**src/rtl/inst_assembler_pkg.sv**
```systemverilog
// Shared MIPS front-end constants and the instruction FIFO entry type.
package inst_assembler_pkg;

  localparam int unsigned INST_W         = 32;
  localparam int unsigned ADDR_W         = 32;
  localparam logic [ADDR_W-1:0] BASE_ADDR_DEF = 32'hBFC0_0000;
  localparam int unsigned FIFO_DEPTH_DEF = 4;

  typedef struct packed {
    logic [ADDR_W-1:0] addr;
    logic [INST_W-1:0] data;
  } inst_entry_t;

  localparam int unsigned ENTRY_W = $bits(inst_entry_t);

  // Instruction words are always 4-byte aligned.
  function automatic logic [ADDR_W-1:0] word_align(input logic [ADDR_W-1:0] a);
    return a & ~ADDR_W'(3);
  endfunction

endpackage

```
**src/rtl/inst_assembler_if.sv**
```systemverilog
// Byte-stream input and instruction-word output of the assembler.
interface inst_assembler_if;
  import inst_assembler_pkg::*;

  logic [7:0]        byte_in;
  logic              byte_valid;
  logic              byte_ready;
  logic              flush;
  logic [ADDR_W-1:0] flush_addr;
  logic [INST_W-1:0] inst;
  logic [ADDR_W-1:0] inst_addr;
  logic              inst_valid;
  logic              inst_ready;

  modport master (
    output byte_in, byte_valid, flush, flush_addr, inst_ready,
    input  byte_ready, inst, inst_addr, inst_valid
  );

  modport slave (
    input  byte_in, byte_valid, flush, flush_addr, inst_ready,
    output byte_ready, inst, inst_addr, inst_valid
  );
endinterface

```
**src/rtl/inst_assembler_sync_fifo.sv**
```systemverilog
// Show-ahead synchronous FIFO with synchronous flush.
module sync_fifo #(
  parameter int unsigned WIDTH = 64,
  parameter int unsigned DEPTH = 4
) (
  input  logic             clk,
  input  logic             resetn,
  input  logic             push,
  input  logic [WIDTH-1:0] wdata,
  input  logic             pop,
  input  logic             flush,
  output logic [WIDTH-1:0] rdata,
  output logic             full,
  output logic             empty
);

  localparam int unsigned AW = (DEPTH > 1) ? $clog2(DEPTH) : 1;
  localparam int unsigned PW = AW + 1;

  logic [WIDTH-1:0] mem [DEPTH];
  logic [PW-1:0]    wr_ptr;
  logic [PW-1:0]    rd_ptr;
  logic             do_push;
  logic             do_pop;

  // Extra pointer bit distinguishes full from empty.
  assign empty   = (wr_ptr == rd_ptr);
  assign full    = (wr_ptr[AW] != rd_ptr[AW]) && (wr_ptr[AW-1:0] == rd_ptr[AW-1:0]);
  assign do_push = push && !full && !flush;
  assign do_pop  = pop && !empty && !flush;
  assign rdata   = mem[rd_ptr[AW-1:0]];

  always_ff @(posedge clk or negedge resetn) begin
    if (!resetn) begin
      wr_ptr <= '0;
      rd_ptr <= '0;
    end else if (flush) begin
      wr_ptr <= '0;
      rd_ptr <= '0;
    end else begin
      if (do_push) wr_ptr <= wr_ptr + PW'(1);
      if (do_pop)  rd_ptr <= rd_ptr + PW'(1);
    end
  end

  always_ff @(posedge clk) begin
    if (do_push) mem[wr_ptr[AW-1:0]] <= wdata;
  end

endmodule

```
**src/rtl/inst_assembler.sv**
```systemverilog
// Packs a big-endian ROM byte stream into addressed 32-bit instruction words.
module inst_assembler
  import inst_assembler_pkg::*;
#(
  parameter logic [ADDR_W-1:0] BASE_ADDR  = BASE_ADDR_DEF,
  parameter int unsigned       FIFO_DEPTH = FIFO_DEPTH_DEF
) (
  input logic              clk,
  input logic              resetn,
  inst_assembler_if.slave  bus
);

  if (FIFO_DEPTH < 2 || (FIFO_DEPTH & (FIFO_DEPTH - 1)) != 0) begin : g_bad_depth
    $error("FIFO_DEPTH must be a power of two and at least 2");
  end

  logic [1:0]        byte_cnt;
  logic [23:0]       partial;
  logic [ADDR_W-1:0] addr;
  logic              byte_ready;
  logic              accept;
  logic              last_byte;
  logic              push;
  logic              pop;
  logic              fifo_full;
  logic              fifo_empty;
  inst_entry_t       push_entry;
  inst_entry_t       head;

  // Stall only when the word about to complete has nowhere to go.
  assign last_byte  = (byte_cnt == 2'd3);
  assign byte_ready = !last_byte || !fifo_full;
  assign accept     = bus.byte_valid && byte_ready && !bus.flush;
  assign push       = accept && last_byte;
  assign pop        = !fifo_empty && bus.inst_ready && !bus.flush;

  assign push_entry.addr = addr;
  assign push_entry.data = {partial, bus.byte_in};

  always_ff @(posedge clk or negedge resetn) begin
    if (!resetn) begin
      byte_cnt <= '0;
      partial  <= '0;
      addr     <= BASE_ADDR;
    end else if (bus.flush) begin
      byte_cnt <= '0;
      partial  <= '0;
      addr     <= word_align(bus.flush_addr);
    end else if (accept) begin
      byte_cnt <= byte_cnt + 2'd1;
      if (last_byte) begin
        partial <= '0;
        addr    <= addr + ADDR_W'(4);
      end else begin
        partial <= {partial[15:0], bus.byte_in};
      end
    end
  end

  sync_fifo #(
    .WIDTH (ENTRY_W),
    .DEPTH (FIFO_DEPTH)
  ) u_fifo (
    .clk    (clk),
    .resetn (resetn),
    .push   (push),
    .wdata  (push_entry),
    .pop    (pop),
    .flush  (bus.flush),
    .rdata  (head),
    .full   (fifo_full),
    .empty  (fifo_empty)
  );

  // Head is masked to zero while the FIFO is empty.
  assign bus.byte_ready = byte_ready;
  assign bus.inst_valid = !fifo_empty;
  assign bus.inst       = fifo_empty ? '0 : head.data;
  assign bus.inst_addr  = fifo_empty ? '0 : head.addr;

endmodule

```
**src/flat_wrapper.sv**
```systemverilog
// flat-port wrapper written by rule: the top's interface ports become plain ports
module inst_assembler_flat import inst_assembler_pkg::*;
#(
  parameter logic [ADDR_W-1:0] BASE_ADDR  = BASE_ADDR_DEF,
  parameter int unsigned       FIFO_DEPTH = FIFO_DEPTH_DEF
)
  (clk, resetn, bus_byte_in, bus_byte_valid, bus_flush, bus_flush_addr, bus_inst_ready, bus_byte_ready, bus_inst, bus_inst_addr, bus_inst_valid);
  inst_assembler_if bus_i ();
  input logic clk;
  input logic resetn;
  input wire logic [$bits(bus_i.byte_in)-1:0] bus_byte_in;
  input wire logic [$bits(bus_i.byte_valid)-1:0] bus_byte_valid;
  input wire logic [$bits(bus_i.flush)-1:0] bus_flush;
  input wire logic [$bits(bus_i.flush_addr)-1:0] bus_flush_addr;
  input wire logic [$bits(bus_i.inst_ready)-1:0] bus_inst_ready;
  output wire logic [$bits(bus_i.byte_ready)-1:0] bus_byte_ready;
  output wire logic [$bits(bus_i.inst)-1:0] bus_inst;
  output wire logic [$bits(bus_i.inst_addr)-1:0] bus_inst_addr;
  output wire logic [$bits(bus_i.inst_valid)-1:0] bus_inst_valid;
  assign bus_i.byte_in = bus_byte_in;
  assign bus_i.byte_valid = bus_byte_valid;
  assign bus_i.flush = bus_flush;
  assign bus_i.flush_addr = bus_flush_addr;
  assign bus_i.inst_ready = bus_inst_ready;
  assign bus_byte_ready = bus_i.byte_ready;
  assign bus_inst = bus_i.inst;
  assign bus_inst_addr = bus_i.inst_addr;
  assign bus_inst_valid = bus_i.inst_valid;
  inst_assembler #(.BASE_ADDR(BASE_ADDR), .FIFO_DEPTH(FIFO_DEPTH)) u_core (.clk(clk), .resetn(resetn), .bus(bus_i));
endmodule
```
**config.mk**
```make
export PLATFORM = sky130hd
export DESIGN_NAME = inst_assembler_flat
export DESIGN_NICKNAME = d
export VERILOG_FILES = /design/src/rtl/inst_assembler_pkg.sv /design/src/rtl/inst_assembler_if.sv /design/src/rtl/inst_assembler_sync_fifo.sv /design/src/rtl/inst_assembler.sv /design/src/flat_wrapper.sv
export SDC_FILE = /design/constraint.sdc
export NUM_CORES = 1
export LEC_CHECK = 0
export ABC_AREA = 1
export CAP_MARGIN = 15
export CORE_UTILIZATION = 45
export CTS_CLUSTER_SIZE = 14
export DETAILED_ROUTE_END_ITERATION = 6
export GPL_TIMING_DRIVEN = 0
export PLACE_DENSITY_LB_ADDON = 0.3
export SLEW_MARGIN = 5
export SYNTH_ARGS = -nofsm -noshare
export SYNTH_HDL_FRONTEND = slang
export SYNTH_SLANG_ARGS = --single-unit
```
**constraint.sdc**
```tcl
create_clock -name clk -period 7.8 [get_ports clk]
set_input_delay 1.56 -clock clk [delete_from_list [all_inputs] [get_ports clk]]
set_output_delay 1.56 -clock clk [all_outputs]
set_load 0.05 [all_outputs]
```
## Word-level counts from Yosys, hierarchy flattened

Memory sizes are Yosys's and may differ from the RTL's.
Cells that the tools add are included.

| operators by class | value |
|---|---|
| reduce and logical (&&, ||, !) cells | 20 |
| $add $sub $neg | 4 |
| equality and inequality tests | 4 |
| multiplexer cells | 16 |

Operator list:

| operator | count |
|---|---|
| 32-bit 2-to-1 mux | 5 |
| 24-bit 2-to-1 mux | 3 |
| 32-bit by 3-bit adder with 32-bit output, second input constant | 1 |
| 3-bit 2-to-1 mux | 4 |
| 1-bit logical AND | 10 |
| 2-bit nonzero test | 4 |
| 3-bit by 1-bit adder with 3-bit output, second input constant | 2 |
| 1-bit logical NOT | 4 |
| 2-bit 2-to-1 mux | 2 |
| 3-bit equality test | 1 |
| 2-bit by 1-bit adder with 2-bit output, second input constant | 1 |
| 2-bit equality test | 1 |
| 2-bit equality test, second input constant | 1 |
| 1-bit 2-to-1 mux | 2 |
| 2-bit AND reduction | 1 |
| 1-bit logical OR | 1 |
| 1-bit != test | 1 |

| word-level totals | value |
|---|---|
| bits in registers | 64 |
| input port bits | 45 |
| memories kept | 1 |
| bits in writable memories | 256 |

Memories:

| memory | words | width | read ports | clocked after memory_dff | wr ports | RTL line | RTL |
|---|---|---|---|---|---|---|---|
| u_core.u_fifo.mem | 4 | 64 | 1 | 0 | 1 | inst_assembler_sync_fifo.sv:20 | `logic [WIDTH-1:0] mem [DEPTH];` |

## Longest topological paths before layout

Gate-level depths: netlist of run 1.

| logic depth | value |
|---|---|
| word-level depth | 11 |
| depth in mapped cells | 12 |
| gate-level depth less buffers | 10 |

## Cells and area by module

From an unflattened synthesis of run 1, not the netlist that was laid out.

| second synthesis, totals | value |
|---|---|
| cell total of the unflattened synthesis | 1275 |
| area total of the unflattened synthesis | 13704.4 um^2 |

By module, submodules not included:

| module | cells an instance | seq. area each (um^2) | area an instance (um^2) | instances |
|---|---|---|---|---|
| sync_fifo | 682 | 7837.5 | 9975.8 | 1 |
| inst_assembler | 593 | 1412.6 | 3728.6 | 1 |

## Least setup slack after synthesis of run 1

Ideal clock, no wire load.

| timing | value |
|---|---|
| kind | input-to-reg |
| from | input bus_flush |
| to | memory u_core.u_fifo.mem[0][0] (enable) |
| required time | 7318 ps |
| arrival time | 4655 ps |
| setup time | 482 ps |
| cell stages on the path | 4 |
| path slack | 2663 ps |
| cell sequence | buf_2 > inv_2 > nand4_4 > nor2_1 |

| on the way | value |
|---|---|
| longest elaborated chain between the ends | 7 |

Ends and longest elaborated chain:

| element | RTL line | RTL |
|---|---|---|
| from (decl) | flat_wrapper.sv:13 | `input wire logic [$bits(bus_i.flush)-1:0] bus_flush;` |
| 1-bit logical NOT * | inst_assembler_sync_fifo.sv:29, inst_assembler.sv:33 |  |
| 1-bit logical AND | inst_assembler.sv:33 | `assign accept = bus.byte_valid && byte_ready && !bus.flush;` |
| 1-bit logical AND | inst_assembler.sv:34 | `assign push = accept && last_byte;` |
| 1-bit logical AND | inst_assembler_sync_fifo.sv:29 | `assign do_push = push && !full && !flush;` |
| 1-bit logical AND * | inst_assembler_sync_fifo.sv:29 |  |
| 1-bit 2-to-1 mux * | inst_assembler_sync_fifo.sv:47 | `if (do_push) mem[wr_ptr[AW-1:0]] <= wdata;` |
| 1-bit 2-to-1 mux (implied by the code) * | inst_assembler_sync_fifo.sv:47 |  |
| to (decl) | inst_assembler_sync_fifo.sv:20 |  |

Every way passes the cells marked *; elsewhere a longest branch is shown, timed or not.

## Worst setup path after layout of run 1

| timing | value |
|---|---|
| from | register u_core.u_fifo.rd_ptr[0] |
| to | output bus_inst_addr[13] |

| on the way | value |
|---|---|
| longest elaborated chain between the ends | 2 |
| elaborated cells on any way between the ends | 3 |
| those cells by class | eq/ne (1); mux (1); memory (1) |

Ends and longest elaborated chain:

| element | RTL line | RTL |
|---|---|---|
| from (decl) | inst_assembler_sync_fifo.sv:22 | `logic [PW-1:0] rd_ptr;` |
| from (signal assigned) | inst_assembler_sync_fifo.sv:42 | `if (do_pop) rd_ptr <= rd_ptr + PW'(1);` |
| memory read 4 x 64 bit or 3-bit equality test (tied branches) | -- |  |
| 32-bit 2-to-1 mux * | inst_assembler.sv:79 | `assign bus.inst_addr = fifo_empty ? '0 : head.addr;` |
| to (decl) | flat_wrapper.sv:18 | `output wire logic [$bits(bus_i.inst_addr)-1:0] bus_inst_addr;` |

Marked as above.

==> results of run 1 <==
==> stage by stage <==
step / total power, mW / worst slack, ns / hold WS (ns) / cell area, sq um
6_report: 3.682 / 2.992 / 0.5223 / 16350
2_1_floorplan: 2.045 / 2.663 / 0.4531 / 13440
3_5_place_dp: 2.156 / 3.570 / 0.4864 / 15270
3_3_place_gp: 2.147 / 0.2111 / 0.4683 / 14970
5_1_grt: 3.790 / 2.902 / 0.5404 / 16350
4_1_cts: 3.694 / 2.985 / 0.5227 / 16340
==> routing by layer <==
| layer | vias up | track usage (%) | share of wire, % |
|---|---|---|---|
| met4 | 0 | 6.304 | 2.1 |
| met2 | 351 | 36.43 | 49 |
| met3 | 61 | 2.654 | 6.5 |
| met1 | 4758 | 30.52 | 43 |
| li1 | 4655 | - | - |
| met5 | - | 0 | 0 |
==> where the power goes <==
group / switching (mW) / internal, mW
logic: 0.142 / 0.0826
clock network: 0.601 / 0.956
registers: 0.0649 / 1.84
==> flip-flops by register name, summed over array words and instances (netlist names) <==
register,cells
u_core.u_fifo.mem,248
u_core.addr,30
u_core.partial,24
u_core.u_fifo.rd_ptr,3
u_core.u_fifo.wr_ptr,3
u_core.byte_cnt,2
==> cell usage after synthesis (all sizes together) <==
master and n:
nor2 177, conb 1, ha 7, clkbuf 36, nand4 3, o21ai 162, inv 125, dfrtp 53
nand2 267, o21bai 3, xor2 1, xnor2 3, buf 29, dfstp 9, nand3b 1, edfxtp 248
o22ai 71, nand3 70, or2 16
==> cell families after synthesis <==
logic type,synth area share [%]
xor+xnor,0.4004
compound gates,9.506
flops,67.04
simple gates,16.37
buf+inv,6.005
fa+ha+maj,0.6517
other cells,0.02790
==> worst paths after layout <==
check | slack, ns | depth (start not counted) | end | startpoint
max | 2.99 | 8 | bus_inst_addr[13] | u_core.u_fifo.rd_ptr[0]
min | 0.52 | 0 | u_core.u_fifo.mem[1][15] | u_core.partial[7]
max reg2reg | 5.39 | 9 | u_core.u_fifo.mem[1][12] | u_core.u_fifo.rd_ptr[1]
min reg2reg | 0.52 | 0 | u_core.u_fifo.mem[1][15] | u_core.partial[7]
max in group asynchronous | 6.39 | 2 | u_core.addr[31] | resetn
min in group asynchronous | 0.84 | 1 | u_core.addr[20] | resetn
==> worst register-to-register path: cells and delay by family (launching register included) <==
kind          cells  cell delay [ns]
flops             1             0.37
buf+inv           4             0.77
simple gates      5             0.97
==> layout by cell type, fill, tap and decap left out, drive strengths merged <==
cell type	instances
buf	41
bufinv	5
clkbuf	81
clkdlybuf4s50	104
clkinv	6
conb	2
dfrtp	53
dfstp	9
diode	1
edfxtp	248
ha	7
inv	125
nand2	267
nand3	70
nand3b	1
nand4	3
nor2	177
o21ai	162
o21bai	3
o22ai	71
or2	16
xnor2	3
xor2	1
==> cell type report <==
type / instances / area share (%)
Timing Repair Buffer: 116 / 8.037
Tap cell: 384 / 2.939
Clock buffer: 45 / 5.496
Sequential cell: 310 / 55.12
Antenna cell: 1 / 0.01531
Buffer: 65 / 2.051
Multi-Input combinational cell: 783 / 22.37
Clock inverter: 11 / 1.087
Inverter: 125 / 2.886
==> results.yml, run 1 <==
sta:
  fin_crit_sh_pct: 61.64
  fmax_mhz: 208.0
  slew_viol_final: 0
  min_period_ns: 4.808
  finalSetupViolCount: 0
  fin_setup_tns_ns: 0
  maxSlewHeadroom_pct: 53.87
  worstMarginPinSlew_ns: 0.6919
  fin_skew_ns: 0.008775
  final_hold_viol_count: 0
  grt_setup_unrepaired: "false"
floorplanning:
  fp.coreArea_sq_um: 29010
  die_height_um: 174.8
  dieArea_sq_um: 30560
  boundaryPins: 111
  initial_core_util_pct: 46.32
  core.rowCount: 62
  die_width_um: 174.8
final_layout:
  fill_cells: 2474
  drive_gt1_share_pct: 9.210
  seq_area_sq_um: 9010
  postLayoutCoreUtil_pct: 56.34
  multi_input_area_sq_um: 3656
  layoutNonFillerInstCount: 1840
  final_nets: 1483
  area_growth_pct: 21.63
grt:
  antenna_found_initial: 1
  track_usage_pct: 21.97
  grt_overflow: 0
  grt_pass1_wl_um: 51980
  grt_pass1_vias: 9415
  grt_max_degree: 54
drt:
  ant_nets: 0
  via_count: 9825
  drc_errors: 0
  wire_per_inst_um: 18.23
  drtPass1Iterations: 5
  vias_per_cell: 5.340
  routed_wl_um: 33540
  drt_iter0_markers: 907
clock_network:
  clock_latency_ns: 0.55
  cts_tree: "done"
  clockRootBuffer: "clkbuf_16"
  hold_buffers: 0
  cts-buffers-inserted: 30
  htreeDepth: 1
  cts.sinks: 310
  clockBufferDepth: 3
  path_clk_slew_ns: 0.06
  cts_setup_buffers: 0
  cts_resized: 0
power:
  ir_drop_v: 0.0001667
  power_density_nw_per_um2: 225.3
  p_leak_nw: 6.460
synthesis:
  avgSynthCellArea_sq_um: 10.48
  synthCells: 1282
  ys_ff_latch: 310
  yosysTopAreaCellShare_pct: 55.41
  netlist-cell-type-count: 33
  synth_largest_area_cell: "edfxtp_1"
  syn-cell-area_sq_um: 13440
  ys_seq_area_share_pct: 67.04
  yosysWarningCount: 0
  synth.top_cells.by_area: "edfxtp_1 (55%), dfrtp_1 (9.9%), nand2_1 (7.3%)"
setup_path:
  critPathMaxStageDelay_ns: 0.79
  critPathCaptureType: "output pin"
  path_buf_inv: 5
  slowest_stage: "clkdlybuf4s50_1"
  crit_path_cell_trace: "buf_4, buf_2, clkbuf_1, nor2_1, o22ai_1, nand2_1, inv_1, clkdlybuf4s50_1"
  required_ns: 6.24
  crit_fanout: 10
  path_class: "reg -> out"
  arrival_ns: 3.25
  cp_top_family: "buffers and inverters"
  cp-start-kind: "register"
job:
  drv_cap: 0
placement:
  place.gp.congestion: 0.9084
  dp_hpwl_um: 22330
  portBuffers: 105
  place_inst: 1783
outcome:
  status: "finished, final reports clean"
worst_hold_path:
  hp-class: "reg -> reg"
(Power assumes the default switching activity.)
==> run 2: changes to the inputs <==
==> constraint.sdc (replaced) <==
create_clock -name clk -period 4.8 [get_ports clk]
set_input_delay 0.96 -clock clk [delete_from_list [all_inputs] [get_ports clk]]
set_output_delay 0.96 -clock clk [all_outputs]
set_load 0.05 [all_outputs]
==> results of run 2 <==
The final DEF is identical to that of run 1. Status: finished, final reports clean.
Among the figures that moved: setup slack after placement 3.570 ns -> 1.170 ns; setup slack after layout 2.992 ns -> 0.5922 ns; hold slack 0.5223 ns -> 0.2410 ns; register-to-register setup slack 5.39 ns -> 2.39 ns; total power 3.682 mW -> 5.983 mW; worst IR drop on VDD 0.0001667 V -> 0.0002708 V
